### src/rtl/mmio_memory_controller.sv
// eLC-3 memory control unit: SRAM wait-state handshake plus memory-mapped keyboard FIFO and display.
// Optional macro MMIO_TIMER_EN adds a free-running cycle counter at IO_BASE+8.
module mmio_memory_controller #(
  parameter int unsigned          DATA_W    = 16,
  parameter int unsigned          ADDR_W    = 16,
  parameter logic [ADDR_W-1:0]    IO_BASE   = ADDR_W'(16'hFE00),
  parameter int unsigned          SRAM_WAIT = 1,
  parameter int unsigned          KB_DEPTH  = 4
) (
  input  logic              Clk,
  input  logic              Reset,
  input  logic              MIO_EN,
  input  logic              R_W,
  input  logic [ADDR_W-1:0] Address,
  input  logic [DATA_W-1:0] Data_FromCPU,
  output logic [DATA_W-1:0] Data_ToCPU,
  output logic              Mem_R,
  input  logic [DATA_W-1:0] Data_FromSRAM,
  output logic [DATA_W-1:0] Data_ToSRAM,
  output logic              Mem_CE,
  output logic              Mem_OE,
  output logic              Mem_WE,
  output logic              Mem_LB,
  output logic              Mem_UB,
  input  logic              Kb_Valid,
  input  logic [7:0]        Kb_Data,
  output logic [DATA_W-1:0] Data_ToVideo,
  output logic              Video_Valid,
  input  logic              Video_Ack,
  output logic              Kb_Int
);

  localparam int unsigned CNT_W = 4;
  localparam int unsigned PTR_W = (KB_DEPTH > 1) ? $clog2(KB_DEPTH) : 1;
  localparam int unsigned LVL_W = PTR_W + 1;

  localparam logic [ADDR_W-1:0] A_KBSR = IO_BASE;
  localparam logic [ADDR_W-1:0] A_KBDR = IO_BASE + ADDR_W'(2);
  localparam logic [ADDR_W-1:0] A_DSR  = IO_BASE + ADDR_W'(4);
  localparam logic [ADDR_W-1:0] A_DDR  = IO_BASE + ADDR_W'(6);
`ifdef MMIO_TIMER_EN
  localparam logic [ADDR_W-1:0] A_TMR  = IO_BASE + ADDR_W'(8);
`endif

  typedef enum logic [1:0] {S_IDLE, S_ACCESS, S_DONE} state_t;

  state_t              r_state;
  logic [CNT_W-1:0]    r_cnt;
  logic                r_rw;
  logic [DATA_W-1:0]   r_wdata;
  logic [DATA_W-1:0]   r_data_to_cpu;
  logic                r_mem_r;
  logic                r_mem_ce;
  logic                r_mem_oe;
  logic                r_mem_we;
  logic                r_sel_kbsr;
  logic                r_sel_kbdr;
  logic                r_sel_ddr;
  logic                r_pop_pend;

  logic [7:0]          r_fifo [KB_DEPTH];
  logic [PTR_W-1:0]    r_wr_ptr;
  logic [PTR_W-1:0]    r_rd_ptr;
  logic [LVL_W-1:0]    r_level;
  logic                r_ie;
  logic                r_ovf;
  logic                r_kb_int;

  logic [DATA_W-1:0]   r_ddr;
  logic                r_video_valid;

  logic                w_sel_kbsr;
  logic                w_sel_kbdr;
  logic                w_sel_dsr;
  logic                w_sel_ddr;
  logic                w_is_io;
  logic                w_kb_nonempty;
  logic                w_kb_full;
  logic                w_push;
  logic                w_pop;
  logic                w_ovf_set;
  logic                w_done;
  logic [DATA_W-1:0]   w_io_rdata;

`ifdef MMIO_TIMER_EN
  logic                w_sel_tmr;
  logic                r_sel_tmr;
  logic [DATA_W-1:0]   r_timer;
`endif

  // Address decode: only exact register addresses are I/O, everything else is SRAM
  assign w_sel_kbsr = (Address == A_KBSR);
  assign w_sel_kbdr = (Address == A_KBDR);
  assign w_sel_dsr  = (Address == A_DSR);
  assign w_sel_ddr  = (Address == A_DDR);
`ifdef MMIO_TIMER_EN
  assign w_sel_tmr  = (Address == A_TMR);
  assign w_is_io    = w_sel_kbsr | w_sel_kbdr | w_sel_dsr | w_sel_ddr | w_sel_tmr;
`else
  assign w_is_io    = w_sel_kbsr | w_sel_kbdr | w_sel_dsr | w_sel_ddr;
`endif

  assign w_kb_nonempty = (r_level != '0);
  assign w_kb_full     = (r_level == LVL_W'(KB_DEPTH));
  assign w_done        = (r_state == S_DONE);
  // A pop frees a slot in the same cycle, so a simultaneous push into a full FIFO is accepted
  assign w_pop         = w_done & r_pop_pend;
  assign w_push        = Kb_Valid & (~w_kb_full | w_pop);
  assign w_ovf_set     = Kb_Valid & w_kb_full & ~w_pop;

  // I/O read data, captured at request time
  always_comb begin
    w_io_rdata = '0;
    if (w_sel_kbsr) begin
      w_io_rdata[15] = w_kb_nonempty;
      w_io_rdata[14] = r_ie;
      w_io_rdata[0]  = r_ovf;
    end else if (w_sel_kbdr) begin
      w_io_rdata[7:0] = w_kb_nonempty ? r_fifo[r_rd_ptr] : 8'h00;
    end else if (w_sel_dsr) begin
      w_io_rdata[15] = ~r_video_valid;
    end else if (w_sel_ddr) begin
      w_io_rdata = r_ddr;
    end
`ifdef MMIO_TIMER_EN
    else if (w_sel_tmr) begin
      w_io_rdata = r_timer;
    end
`endif
  end

  // Access sequencer: IDLE -> (ACCESS x SRAM_WAIT) -> DONE -> IDLE
  always_ff @(posedge Clk or posedge Reset) begin
    if (Reset) begin
      r_state       <= S_IDLE;
      r_cnt         <= '0;
      r_rw          <= 1'b0;
      r_wdata       <= '0;
      r_data_to_cpu <= '0;
      r_mem_r       <= 1'b0;
      r_mem_ce      <= 1'b0;
      r_mem_oe      <= 1'b0;
      r_mem_we      <= 1'b0;
      r_sel_kbsr    <= 1'b0;
      r_sel_kbdr    <= 1'b0;
      r_sel_ddr     <= 1'b0;
      r_pop_pend    <= 1'b0;
`ifdef MMIO_TIMER_EN
      r_sel_tmr     <= 1'b0;
`endif
    end else begin
      r_mem_r <= 1'b0;
      case (r_state)
        S_IDLE: begin
          if (MIO_EN) begin
            r_rw       <= R_W;
            r_wdata    <= Data_FromCPU;
            r_sel_kbsr <= w_sel_kbsr;
            r_sel_kbdr <= w_sel_kbdr;
            r_sel_ddr  <= w_sel_ddr;
            r_pop_pend <= w_sel_kbdr & ~R_W & w_kb_nonempty;
`ifdef MMIO_TIMER_EN
            r_sel_tmr  <= w_sel_tmr;
`endif
            if (w_is_io) begin
              r_state <= S_DONE;
              r_mem_r <= 1'b1;
              if (!R_W) r_data_to_cpu <= w_io_rdata;
            end else begin
              r_state  <= S_ACCESS;
              r_cnt    <= CNT_W'(SRAM_WAIT - 1);
              r_mem_ce <= 1'b1;
              r_mem_oe <= ~R_W;
              r_mem_we <= R_W;
            end
          end
        end
        S_ACCESS: begin
          if (r_cnt == '0) begin
            r_state  <= S_DONE;
            r_mem_r  <= 1'b1;
            r_mem_ce <= 1'b0;
            r_mem_oe <= 1'b0;
            r_mem_we <= 1'b0;
            if (!r_rw) r_data_to_cpu <= Data_FromSRAM;
          end else begin
            r_cnt <= r_cnt - CNT_W'(1);
          end
        end
        S_DONE: begin
          r_state <= S_IDLE;
        end
        default: begin
          r_state <= S_IDLE;
        end
      endcase
    end
  end

  always_ff @(posedge Clk) begin
    if (w_push) r_fifo[r_wr_ptr] <= Kb_Data;
  end

  // Keyboard FIFO pointers, status bits and interrupt
  always_ff @(posedge Clk or posedge Reset) begin
    if (Reset) begin
      r_wr_ptr <= '0;
      r_rd_ptr <= '0;
      r_level  <= '0;
      r_ie     <= 1'b0;
      r_ovf    <= 1'b0;
      r_kb_int <= 1'b0;
    end else begin
      if (w_push) r_wr_ptr <= r_wr_ptr + PTR_W'(1);
      if (w_pop)  r_rd_ptr <= r_rd_ptr + PTR_W'(1);
      case ({w_push, w_pop})
        2'b10:   r_level <= r_level + LVL_W'(1);
        2'b01:   r_level <= r_level - LVL_W'(1);
        default: r_level <= r_level;
      endcase
      if (w_done && r_rw && r_sel_kbsr) begin
        r_ie  <= r_wdata[14];
        r_ovf <= 1'b0;
      end else if (w_ovf_set) begin
        r_ovf <= 1'b1;
      end
      r_kb_int <= r_ie & w_kb_nonempty;
    end
  end

  // Display channel: a DDR write beats a same-cycle acknowledge
  always_ff @(posedge Clk or posedge Reset) begin
    if (Reset) begin
      r_ddr         <= '0;
      r_video_valid <= 1'b0;
    end else if (w_done && r_rw && r_sel_ddr) begin
      r_ddr         <= r_wdata;
      r_video_valid <= 1'b1;
    end else if (Video_Ack && r_video_valid) begin
      r_video_valid <= 1'b0;
    end
  end

`ifdef MMIO_TIMER_EN
  always_ff @(posedge Clk or posedge Reset) begin
    if (Reset) begin
      r_timer <= '0;
    end else if (w_done && r_rw && r_sel_tmr) begin
      r_timer <= r_wdata;
    end else begin
      r_timer <= r_timer + DATA_W'(1);
    end
  end
`endif

  assign Data_ToCPU   = r_data_to_cpu;
  assign Mem_R        = r_mem_r;
  assign Data_ToSRAM  = r_wdata;
  assign Mem_CE       = r_mem_ce;
  assign Mem_OE       = r_mem_oe;
  assign Mem_WE       = r_mem_we;
  assign Mem_LB       = 1'b1;
  assign Mem_UB       = 1'b1;
  assign Data_ToVideo = r_ddr;
  assign Video_Valid  = r_video_valid;
  assign Kb_Int       = r_kb_int;

endmodule

### config.mk
export PLATFORM = sky130hd
export DESIGN_NAME = mmio_memory_controller
export DESIGN_NICKNAME = d
export VERILOG_FILES = /design/src/rtl/mmio_memory_controller.sv
export SDC_FILE = /design/constraint.sdc
export NUM_CORES = 1
export LEC_CHECK = 0
export ABC_AREA = 0
export BUFFER_PORTS_ARGS = -buffer_cell sky130_fd_sc_hd__buf_2
export CORE_MARGIN = 5
export CORE_UTILIZATION = 57
export DETAILED_ROUTE_END_ITERATION = 8
export HOLD_SLACK_MARGIN = 0.12
export PLACE_DENSITY = 0.85
export SLEW_MARGIN = 30
export SYNTH_ARGS = -nofsm -noshare
export SYNTH_HDL_FRONTEND = slang
export SYNTH_SLANG_ARGS = --single-unit
### constraint.sdc
create_clock -name Clk -period 5.1 [get_ports Clk]
set_clock_uncertainty 0.1 [all_clocks]
set_input_delay 0.255 -clock Clk [delete_from_list [all_inputs] [get_ports Clk]]
set_output_delay 0.255 -clock Clk [all_outputs]
set_load 0.02 [all_outputs]
==> results of run 1 <==
routing by layer:
metal / up-vias / track usage (%)
li1: 1614 / -
met1: 1739 / 28.8
met2: 171 / 41.2
met3: 35 / 4.70
met4: 0 / 10.4
met5: - / 0
kinds of logic (layout without fill, tap and decap cells):
logic type                 Yosys count  in the layout  share of synthesized area, %
adders and majority gates            7              7                          2.09
and+or+nand+nor                    132            132                          14.2
AOI/OAI and AO/OA                   55             55                          8.87
other                                1              2                        0.0826
muxes                               27             27                          8.65
xor gates and xnor gates             6              6                          1.16
buffers and inverters               40            193                          3.58
DFF                                105            105                          61.4
how the worst max path moves through the flow:
stage | startpoint | end | slack, ps | cells after the start
after detailed placement | r_state[0] | Data_ToCPU[4] | 2320 | 5
after CTS | r_state[0] | Data_ToCPU[4] | 2290 | 5
after global routing | r_state[0] | Data_ToCPU[2] | 2100 | 5
after global placement | Address[4] | Data_ToCPU[4] | 2050 | 6
final | r_state[0] | Data_ToCPU[4] | 2240 | 5
after floorplan | r_state[0] | r_level[2] | 2800 | 11
synthesized netlist by cell type (all sizes together), types with 2 or more instances:
master and instances:
a21oi 9, o32ai 2, nor2 16, ha 6, xor2 2, nor2b 2, nand2 68, o31ai 2
clkbuf 12, a22oi 8, o21a 5, inv 19, nand3 17, nand4bb 2, nor3 2, or4 2
xnor2 4, a22o 2, nand2b 4, mux2 18, a31oi 7, and2 5, edfxtp 32, o221ai 7
and3 5, mux4 8, dfrtp 73, buf 9, o21ai 8
cell usage in the layout (no fill, tap or decap), types with 2 or more instances in the layout:
cell type / netlist / final
nor2b_1: 2 / 2
clkbuf_8: 0 / 9
nand4bb_1: 2 / 2
nor2_1: 16 / 16
ha_1: 6 / 6
xnor2_1: 4 / 4
nor3_1: 2 / 2
o31ai_1: 2 / 2
o21ai_0: 8 / 8
clkinv_4: 0 / 2
nand2b_1: 4 / 4
o221ai_1: 7 / 7
o21a_1: 5 / 5
a21oi_1: 9 / 9
nand3_1: 17 / 17
or4_4: 2 / 2
a22oi_1: 8 / 8
edfxtp_1: 32 / 32
buf_4: 2 / 3
mux2_2: 18 / 18
dlygate4sd3_1: 0 / 38
a31oi_1: 7 / 7
dfrtp_1: 73 / 73
and2_1: 5 / 5
xor2_1: 2 / 2
mux4_2: 8 / 8
inv_1: 19 / 18
and3_1: 5 / 5
buf_2: 4 / 115
nand2_1: 68 / 68
inv_8: 0 / 2
a22o_1: 2 / 2
conb_1: 1 / 2
cell type report:
type | count | area share (%)
Inverter | 19 | 1.23
Clock inverter | 7 | 1.25
Multi-Input combinational cell | 229 | 27.6
Tap cell | 102 | 2.21
Sequential cell | 105 | 48.2
Timing Repair Buffer | 158 | 17.4
Clock buffer | 9 | 2.14
sequential cells by signal, indices dropped and copies added (netlist names), 2 cells and up:
signal        flops
r_level           3
Data_ToVideo     16
r_wr_ptr          2
Data_ToCPU       16
r_state           2
r_rd_ptr          2
r_fifo           32
r_cnt             4
Data_ToSRAM      16
timing repair:
action | 4_1_cts | 5_1_grt
hold buffers | 38 | 0
gates resized for setup | 0 | 0
hold endpoints to repair | 136 | 0
power by group through the flow:
stage / Combinational (mW) / Sequential (mW) / Clock (mW)
after detailed placement: 0.981 / 1.28 / 0
after CTS: 1.01 / 1.27 / 0.509
final: 1.02 / 1.27 / 0.508
after floorplan: 0.511 / 1.41 / 0
after global routing: 1.11 / 1.30 / 0.551
after global placement: 0.935 / 1.27 / 0
worst register-to-register path: stages (launching register included):
cell and delay (ps):
dfrtp_1 500, nand2b_1 290, or2_2 550, o32ai_4 700, nand2_1 370, o221ai_1 270
==> impl_metrics.env, run 1 <==
export IMPL_outcome="finished clean"
export IMPL_finalCritPeriodShare_pct=56.0
export IMPL_hp_class="in -> reg"
export IMPL_die_area_sq_um=9850
export IMPL_drive_above_1_share_pct=32.4
export IMPL_r2r_setup_slack_ps=2240
export IMPL_power_density_nw_per_um2=483
export IMPL_critPathKind="reg -> reg"
export IMPL_worstPathRequired_ps=5280
export IMPL_r2r_cells=5
export IMPL_port_buffers=115
export IMPL_grt_pass1_wl_mm=18.4
export IMPL_preCtsSetupSlack_ps=2320
export IMPL_regArea_sq_um=2790
export IMPL_power_switching_mw=1.12
export IMPL_cp_slowest_stage_delay_ps=690
export IMPL_fillers=477
export IMPL_synth_edf_count=32
export IMPL_fin_area_sq_um=5780
export IMPL_wl_met3_um=794
export IMPL_path_cells="nand2b_1, or2_2, o32ai_4, nand2_1, o221ai_1"
export IMPL_synth_seq_cells=105
export IMPL_synth_top_area_share_pct=40.2
export IMPL_slew_viol_final=0
export IMPL_syn_area_sq_um=4540
export IMPL_start_util_pct=58.8
export IMPL_finalWorstSetupSlack_ps=2240
export IMPL_clock_sinks=105
export IMPL_crit_slowest_cell="o32ai_4"
export IMPL_io_pins=118
export IMPL_power_internal_mw=1.68
export IMPL_min_period_ps=2860
export IMPL_die_w_um=99.3
export IMPL_htree_levels=3
export IMPL_synth_seq_area_share_pct=61.4
export IMPL_cts_inserted_buffers=9
export IMPL_rsz0062_at_grt="false"
export IMPL_post_drt_via_cell_ratio=5.66
export IMPL_async_flop_share_pct=69.5
export IMPL_cap_violations=0
export IMPL_rr_endpoint="Data_ToCPU[4]"
export IMPL_worst_slew_pin_slew_ps=747
export IMPL_finish_utilization_pct=74.8
export IMPL_timing_fmax_mhz=350
export IMPL_gp_congestion=0.842
export IMPL_ir_drop_mv=0.332
export IMPL_reg2reg_from="r_state[0]"
export IMPL_drt_iter0_markers=248
export IMPL_swShare_pct=40.0
export IMPL_crit_fanout=24
export IMPL_root_buffer="clkbuf_8"
export IMPL_drt_total_wl_mm=11.3
export IMPL_grt_pass1_vias=3671
export IMPL_hold_end="Data_ToCPU[14]"
export IMPL_met1_length_mm=4.26
export IMPL_core_sq_um=7730
export IMPL_synth_lib_cells_used_distinct=49
export IMPL_total_power_mw=2.80
export IMPL_postSynthAreaPerCell_sq_um=12.2
export IMPL_hold_depth=3
export IMPL_cpLargestDelayFamily="simple AND/OR/NAND/NOR gates"
export IMPL_syn_inst=373
export IMPL_stdcell_count=629
export IMPL_p_clk_share_pct=18.2
export IMPL_yosys_warnings=0
export IMPL_power_frac_seq_pct=45.5
export IMPL_grt_max_degree=74
export IMPL_finalHoldViolCount=0
export IMPL_placedCellCount=575
export IMPL_clkLatencyLatePin_ps=380
export IMPL_wire_per_inst_um=17.9
export IMPL_placed_area_sq_um=5200
export IMPL_comb_power_share_pct=36.3
export IMPL_detail_route_antenna_nets=0
export IMPL_critical_path_endpoint_type="register"
export IMPL_die_h_um=99.3
export IMPL_hpwl_mm=7.67
export IMPL_clock_path_buffers=2
export IMPL_tritoncts="yes"
export IMPL_grt_use_total_pct=23.7
export IMPL_multi_input_area_sq_um=1600
export IMPL_synth_area_leaders="dfrtp_1, edfxtp_1, nand2_1"
export IMPL_num_rows=32
export IMPL_vias=3559
export IMPL_fin_hold_ws_ps=121
export IMPL_dr_pass1_iters=5
export IMPL_drc=0
export IMPL_antenna_found_initial=0
export IMPL_start_kind="register"
export IMPL_crit_buf_inv=0
export IMPL_nets=591
export IMPL_synth_largest_area_cell="dfrtp_1"
export IMPL_diodes=0
export IMPL_max_slew_margin_pct=50.1
export IMPL_post_cts_buffers=0
export IMPL_worstHoldStart="Data_FromSRAM[14]"
export IMPL_leakage_nw=2.72
export IMPL_syn_to_final_growth_pct=27.3
export IMPL_clk_pin_slew_ps=100
export IMPL_fin_setup_tns_ps=0
export IMPL_setup_viol=0
export IMPL_ys_flop_type="dfrtp_1"
export IMPL_overflow=0
export IMPL_wl_met2_mm=5.83
export IMPL_arrival_ps=3040
export IMPL_top_layer_used="met4"
Power figures use the tool's default switching activity.
==> run 2, diff against run 1 <==
--- a/config.mk
+++ b/config.mk
@@ -8,10 +8,10 @@
 export ABC_AREA = 0
 export BUFFER_PORTS_ARGS = -buffer_cell sky130_fd_sc_hd__buf_2
 export CORE_MARGIN = 5
-export CORE_UTILIZATION = 57
+export CORE_UTILIZATION = 53
 export DETAILED_ROUTE_END_ITERATION = 8
 export HOLD_SLACK_MARGIN = 0.12
-export PLACE_DENSITY = 0.85
+export PLACE_DENSITY = 0.8
 export SLEW_MARGIN = 30
 export SYNTH_ARGS = -nofsm -noshare
 export SYNTH_HDL_FRONTEND = slang
==> constraint.sdc (replaced) <==
create_clock -name Clk -period 2.87 [get_ports Clk]
set_clock_uncertainty 0.1 [all_clocks]
set_input_delay 0.1435 -clock Clk [delete_from_list [all_inputs] [get_ports Clk]]
set_output_delay 0.1435 -clock Clk [all_outputs]
set_load 0.02 [all_outputs]
==> run 2 against run 1 <==
Sequential power up 80%; cell area up 1.7%; via count increased by 1.3%; combinational power up 80%; die area is 6.8% higher; critical path depth increased by 4; flip-flop and latch count stayed put; fmax grew 4.0%; first-iteration DRC count rose by 9.3%; utilization down 4.0 points; worst setup slack got worse by 2100 ps; sequential share of layout area fell by 0.82 points; critical path type unchanged.
==> impl_metrics.env, run 2 (synthesis gave the netlist of run 1 again) <==
export IMPL_start_util_pct=54.7
export IMPL_leakage_nw=2.76
export IMPL_port_buffers=115
export IMPL_ir_drop_mv=0.387
export IMPL_drt_total_wl_mm=11.9
export IMPL_htree_levels=3
export IMPL_post_drt_via_cell_ratio=5.60
export IMPL_detail_route_antenna_nets=0
export IMPL_antenna_found_initial=0
export IMPL_cts_inserted_buffers=9
export IMPL_syn_to_final_growth_pct=29.5
export IMPL_largest_register="r_fifo"
export IMPL_grtUsageMet2_pct=39.8
export IMPL_worst_slew_pin_slew_ps=840
export IMPL_grt_pass1_wl_mm=18.8
export IMPL_met1_usage_pct=29.5
export IMPL_die_area_sq_um=10500
export IMPL_final_common_cell="buf_2"
export IMPL_largest_reg_flops=32
export IMPL_clkLatencyLatePin_ps=370
export IMPL_max_slew_margin_pct=43.9
export IMPL_post_cts_buffers=0
export IMPL_drt_iter0_markers=271
export IMPL_die_h_um=103
export IMPL_diodes=0
export IMPL_placed_area_sq_um=5230
export IMPL_finalHoldViolCount=0
export IMPL_drive_above_1_share_pct=32.3
export IMPL_core_sq_um=8300
export IMPL_grt_pass1_vias=3743
export IMPL_top_usage_layer="met2"
export IMPL_clk_pin_slew_ps=100
export IMPL_clock_sinks=105
export IMPL_hpwl_mm=8.02
export IMPL_wire_per_inst_um=18.5
export IMPL_hp_class="in -> reg"
export IMPL_worstPathRequired_ps=3090
export IMPL_use_met3_pct=5.35
export IMPL_cap_violations=0
export IMPL_overflow=0
export IMPL_slew_viol_final=0
export IMPL_timing_fmax_mhz=364
export IMPL_start_kind="register"
export IMPL_multi_input_area_sq_um=1600
export IMPL_vias=3604
export IMPL_fillers=542
export IMPL_fin_area_sq_um=5880
export IMPL_die_w_um=103
export IMPL_layout_common_cells="buf_2, dfrtp_1, nand2_1, dlygate4sd3_1, edfxtp_1"
export IMPL_rsz0062_at_grt="false"
export IMPL_io_pins=118
export IMPL_power_density_nw_per_um2=847
export IMPL_tritoncts="yes"
export IMPL_critPathKind="reg -> reg"
export IMPL_root_buffer="clkbuf_8"
export IMPL_min_period_ps=2750
export IMPL_drc=0
export IMPL_outcome="finished clean"
export IMPL_finalCritPeriodShare_pct=95.7
export IMPL_arrival_ps=2970
export IMPL_num_rows=33
export IMPL_dr_pass1_iters=5
export IMPL_gp_congestion=0.852
export IMPL_clock_path_buffers=2
export IMPL_grt_use_total_pct=23.7
export IMPL_setup_viol=0
export IMPL_critical_path_endpoint_type="register"
export IMPL_grt_max_degree=74
export IMPL_crit_fanout=18
export IMPL_total_power_mw=4.98
export IMPL_nets=602
export IMPL_regArea_sq_um=2790
export IMPL_fin_setup_tns_ps=0
-- run 2: critical path: stages, from the launching register on --
cell and delay, ps:
dfrtp_1 400, inv_1 80, ha_1 230, or3b_2 500
nand2b_1 240, o32ai_4 170, buf_4 260, nor2_1 60
a31oi_1 120, dlygate4sd3_1 550
-- run 2: power breakdown --
| part | total, mW | switching (mW) | internal [mW] |
|---|---|---|---|
| Sequential | 2.28 | 0.305 | 1.97 |
| Clock | 0.868 | 0.535 | 0.333 |
| Combinational | 1.84 | 1.14 | 0.696 |
| Total | 4.98 | 1.98 | 3.00 |
-- run 2: area by class of cell --
type	count	area share, %
Clock buffer	9	2.11
Multi-Input combinational cell	229	27.2
Clock inverter	7	1.06
Inverter	19	1.21
Timing Repair Buffer	169	18.8
Tap cell	105	2.23
Sequential cell	105	47.4
-- run 2: repair_timing --
item / CTS / global route
hold buffers: 46 / 0
endpoints found under the setup margin: 0 / 1
endpoints found under the hold margin: 145 / 0
gates resized for setup: 0 / 1
-- run 2: path summary, 6_finish.rpt --
check | start | endpoint | slack [ps] | cells past startpoint
setup / recovery | r_cnt[0] | Data_ToCPU[15] | 120 | 9
hold / removal | Address[2] | r_pop_pend | 190 | 3
setup reg to reg | r_cnt[0] | Data_ToCPU[15] | 120 | 9
hold reg to reg | r_sel_kbsr | r_ovf | 400 | 1
max in group asynchronous | Reset | r_cnt[3] | 2080 | 4
min in group asynchronous | Reset | Data_ToCPU[11] | 270 | 4
-- run 2: through the flow --
step | instances | worst slack (ps) | utilization [%] | hold WS [ps]
4_1_cts | 643 | 57.3 | 70.9 | 134
3_5_place_dp | 581 | 384 | 63.1 | 156
2_1_floorplan | 374 | 566 | - | 140
3_3_place_gp | 581 | 560 | 63.1 | 146
6_report | 643 | 123 | 70.9 | 187
5_1_grt | 643 | 27.1 | 70.9 | 193
-- run 2: metal layers --
layer  vias to the layer above  share of wire [%]  wire length [um]
li1                       1633                  -                 -
met1                      1735                 39              4580
met2                       188                 51              6010
met5                         -                  0                 0
met4                         0                3.5               413
met3                        48                7.4               885
==> run 3, diff against run 2 <==
--- a/config.mk
+++ b/config.mk
@@ -8,10 +8,10 @@
 export ABC_AREA = 0
 export BUFFER_PORTS_ARGS = -buffer_cell sky130_fd_sc_hd__buf_2
 export CORE_MARGIN = 5
-export CORE_UTILIZATION = 53
+export CORE_UTILIZATION = 48
 export DETAILED_ROUTE_END_ITERATION = 8
 export HOLD_SLACK_MARGIN = 0.12
-export PLACE_DENSITY = 0.8
+export PLACE_DENSITY = 0.76
 export SLEW_MARGIN = 30
 export SYNTH_ARGS = -nofsm -noshare
 export SYNTH_HDL_FRONTEND = slang
==> constraint.sdc (replaced) <==
create_clock -name Clk -period 2.3 [get_ports Clk]
set_clock_uncertainty 0.1 [all_clocks]
set_input_delay 0.115 -clock Clk [delete_from_list [all_inputs] [get_ports Clk]]
set_output_delay 0.115 -clock Clk [all_outputs]
set_load 0.02 [all_outputs]
==> run 3 against run 2 <==
Worst setup slack lost 19 ps; utilization shrank 5.5 points; register-to-register slack lost 20 ps; flip-flop and latch count is the same; global-route usage shrank 2.7 points; wire length shrank 0.86%; cell area grew 2.7%; via count is the same; critical path depth shrank 3; critical endpoint is now Data_ToCPU[4]; largest cell class unchanged; highest routed layer unchanged.
==> impl_metrics.env, run 3 (synthesis gave the netlist of run 1 again) <==
export IMPL_core_sq_um=9240
export IMPL_min_period_ps=2200
export IMPL_outcome="finished clean"
export IMPL_crit_fanout=11
export IMPL_drt_iter0_markers=219
export IMPL_post_cts_buffers=0
export IMPL_start_util_pct=49.2
export IMPL_grt_pass1_wl_mm=18.7
export IMPL_ir_drop_mv=0.597
export IMPL_power_frac_seq_pct=44.2
export IMPL_cts_inserted_buffers=9
export IMPL_critical_path_endpoint_type="register"
export IMPL_p_clk_share_pct=17.5
export IMPL_start_kind="register"
export IMPL_diodes=0
export IMPL_dr_pass1_iters=5
export IMPL_r2r_setup_slack_ps=100
export IMPL_arrival_ps=2330
export IMPL_swShare_pct=39.6
export IMPL_clkLatencyLatePin_ps=370
export IMPL_grt_use_total_pct=20.9
export IMPL_leakage_nw=2.83
export IMPL_fin_setup_tns_ps=0
export IMPL_htree_levels=3
export IMPL_final_common_cell="buf_2"
export IMPL_timing_fmax_mhz=455
export IMPL_vias=3604
export IMPL_gp_congestion=0.800
export IMPL_antenna_found_initial=0
export IMPL_slew_viol_final=0
export IMPL_drive_above_1_share_pct=34.8
export IMPL_comb_power_share_pct=38.4
export IMPL_drc=0
export IMPL_hpwl_mm=7.83
export IMPL_largest_register="r_fifo"
export IMPL_die_h_um=107
export IMPL_placed_area_sq_um=5320
export IMPL_io_pins=118
export IMPL_largest_reg_flops=32
export IMPL_cap_violations=0
export IMPL_die_area_sq_um=11500
export IMPL_post_drt_via_cell_ratio=5.32
export IMPL_grt_max_degree=74
export IMPL_die_w_um=107
export IMPL_tritoncts="yes"
export IMPL_clock_sinks=105
export IMPL_detail_route_antenna_nets=0
export IMPL_setup_viol=0
export IMPL_nets=613
export IMPL_layout_common_cells="buf_2, dfrtp_1, nand2_1, dlygate4sd3_1, edfxtp_1"
export IMPL_power_switching_mw=2.50
export IMPL_clk_pin_slew_ps=100
export IMPL_critPathKind="reg -> reg"
export IMPL_fin_area_sq_um=6040
export IMPL_port_buffers=115
export IMPL_num_rows=35
export IMPL_power_internal_mw=3.82
export IMPL_drt_total_wl_mm=11.8
export IMPL_hp_class="in -> reg"
export IMPL_root_buffer="clkbuf_8"
export IMPL_grt_pass1_vias=3840
export IMPL_overflow=0
export IMPL_finalCritPeriodShare_pct=95.5
export IMPL_wire_per_inst_um=17.4
export IMPL_worstPathRequired_ps=2440
export IMPL_clock_path_buffers=2
export IMPL_fillers=672
export IMPL_power_density_nw_per_um2=1050
export IMPL_syn_to_final_growth_pct=33.0
export IMPL_finalHoldViolCount=0
## run 3: cell types whose count changed in the layout (fill, tap and decap cells not counted), sizes merged
cell,before,now
buf,123,134
clkinv,3,2
clkinvlp,1,2
## run 3: final timing paths
| path | start | to | cells past startpoint |
|---|---|---|---|
| max in group asynchronous | Reset | Data_ToCPU[3] | 4 |
| setup / recovery | r_state[0] | Data_ToCPU[4] | 6 |
| hold reg to reg | Mem_OE | Mem_OE | 2 |
| min in group asynchronous | Reset | Data_ToCPU[11] | 4 |
| hold / removal | MIO_EN | r_state[0] | 4 |
| setup reg to reg | r_state[0] | Data_ToCPU[4] | 6 |
## run 3: area by class of cell
class                   count  area (sq um)  area share (%)
clock buffers               9           124            2.05
clock inverters             7          73.8            1.22
inverters                  19          71.3            1.18
multi-input cells         229          1620            26.9
flip-flops and latches    105          2790            46.2
well taps                 129           161            2.67
repair buffers            180          1200            19.8
## run 3: power groups by stage
stage | logic, mW | clock network, mW | registers, mW
final | 2.43 | 1.10 | 2.79
after global routing | 2.65 | 1.22 | 2.85
after CTS | 2.33 | 1.13 | 2.77
after detailed placement | 2.26 | 0 | 2.81
after global placement | 2.18 | 0 | 2.79
after floorplan | 1.14 | 0 | 3.13
## run 3: worst max-delay path, stage by stage, from the launching register on
cell and delay (ps):
dfrtp_1 390, buf_4 170, nand2b_1 240, or2_2 350, o32ai_4 460, buf_4 240
o221ai_1 120
## run 3: layer usage
metal / vias up / routed length [um] / GRT usage, %
met3: 38 / 698 / 4.44
li1: 1660 / - / -
met2: 140 / 6060 / 35.3
met5: - / 0 / 0
met1: 1766 / 4600 / 25.0
met4: 0 / 423 / 11.2
## run 3: through the flow
stage               hold WS, ps  utilization [%]  setup slack (ps)  std cells  power, mW
floorplan                   111                -              55.2        374       4.26
global route                192             65.4             -12.2        678       6.72
global placement            124             57.6               167        613       4.97
detailed placement          129             57.6              69.2        613       5.07
CTS                         160             64.7              45.4        675       6.23
finish                      188             65.4               104        678       6.32
## run 3: timing repair
item | CTS | global route
endpoints found under the setup margin | 0 | 16
hold buffers | 46 | 0
endpoints found under the hold margin | 146 | 0
resized for setup | 0 | 13
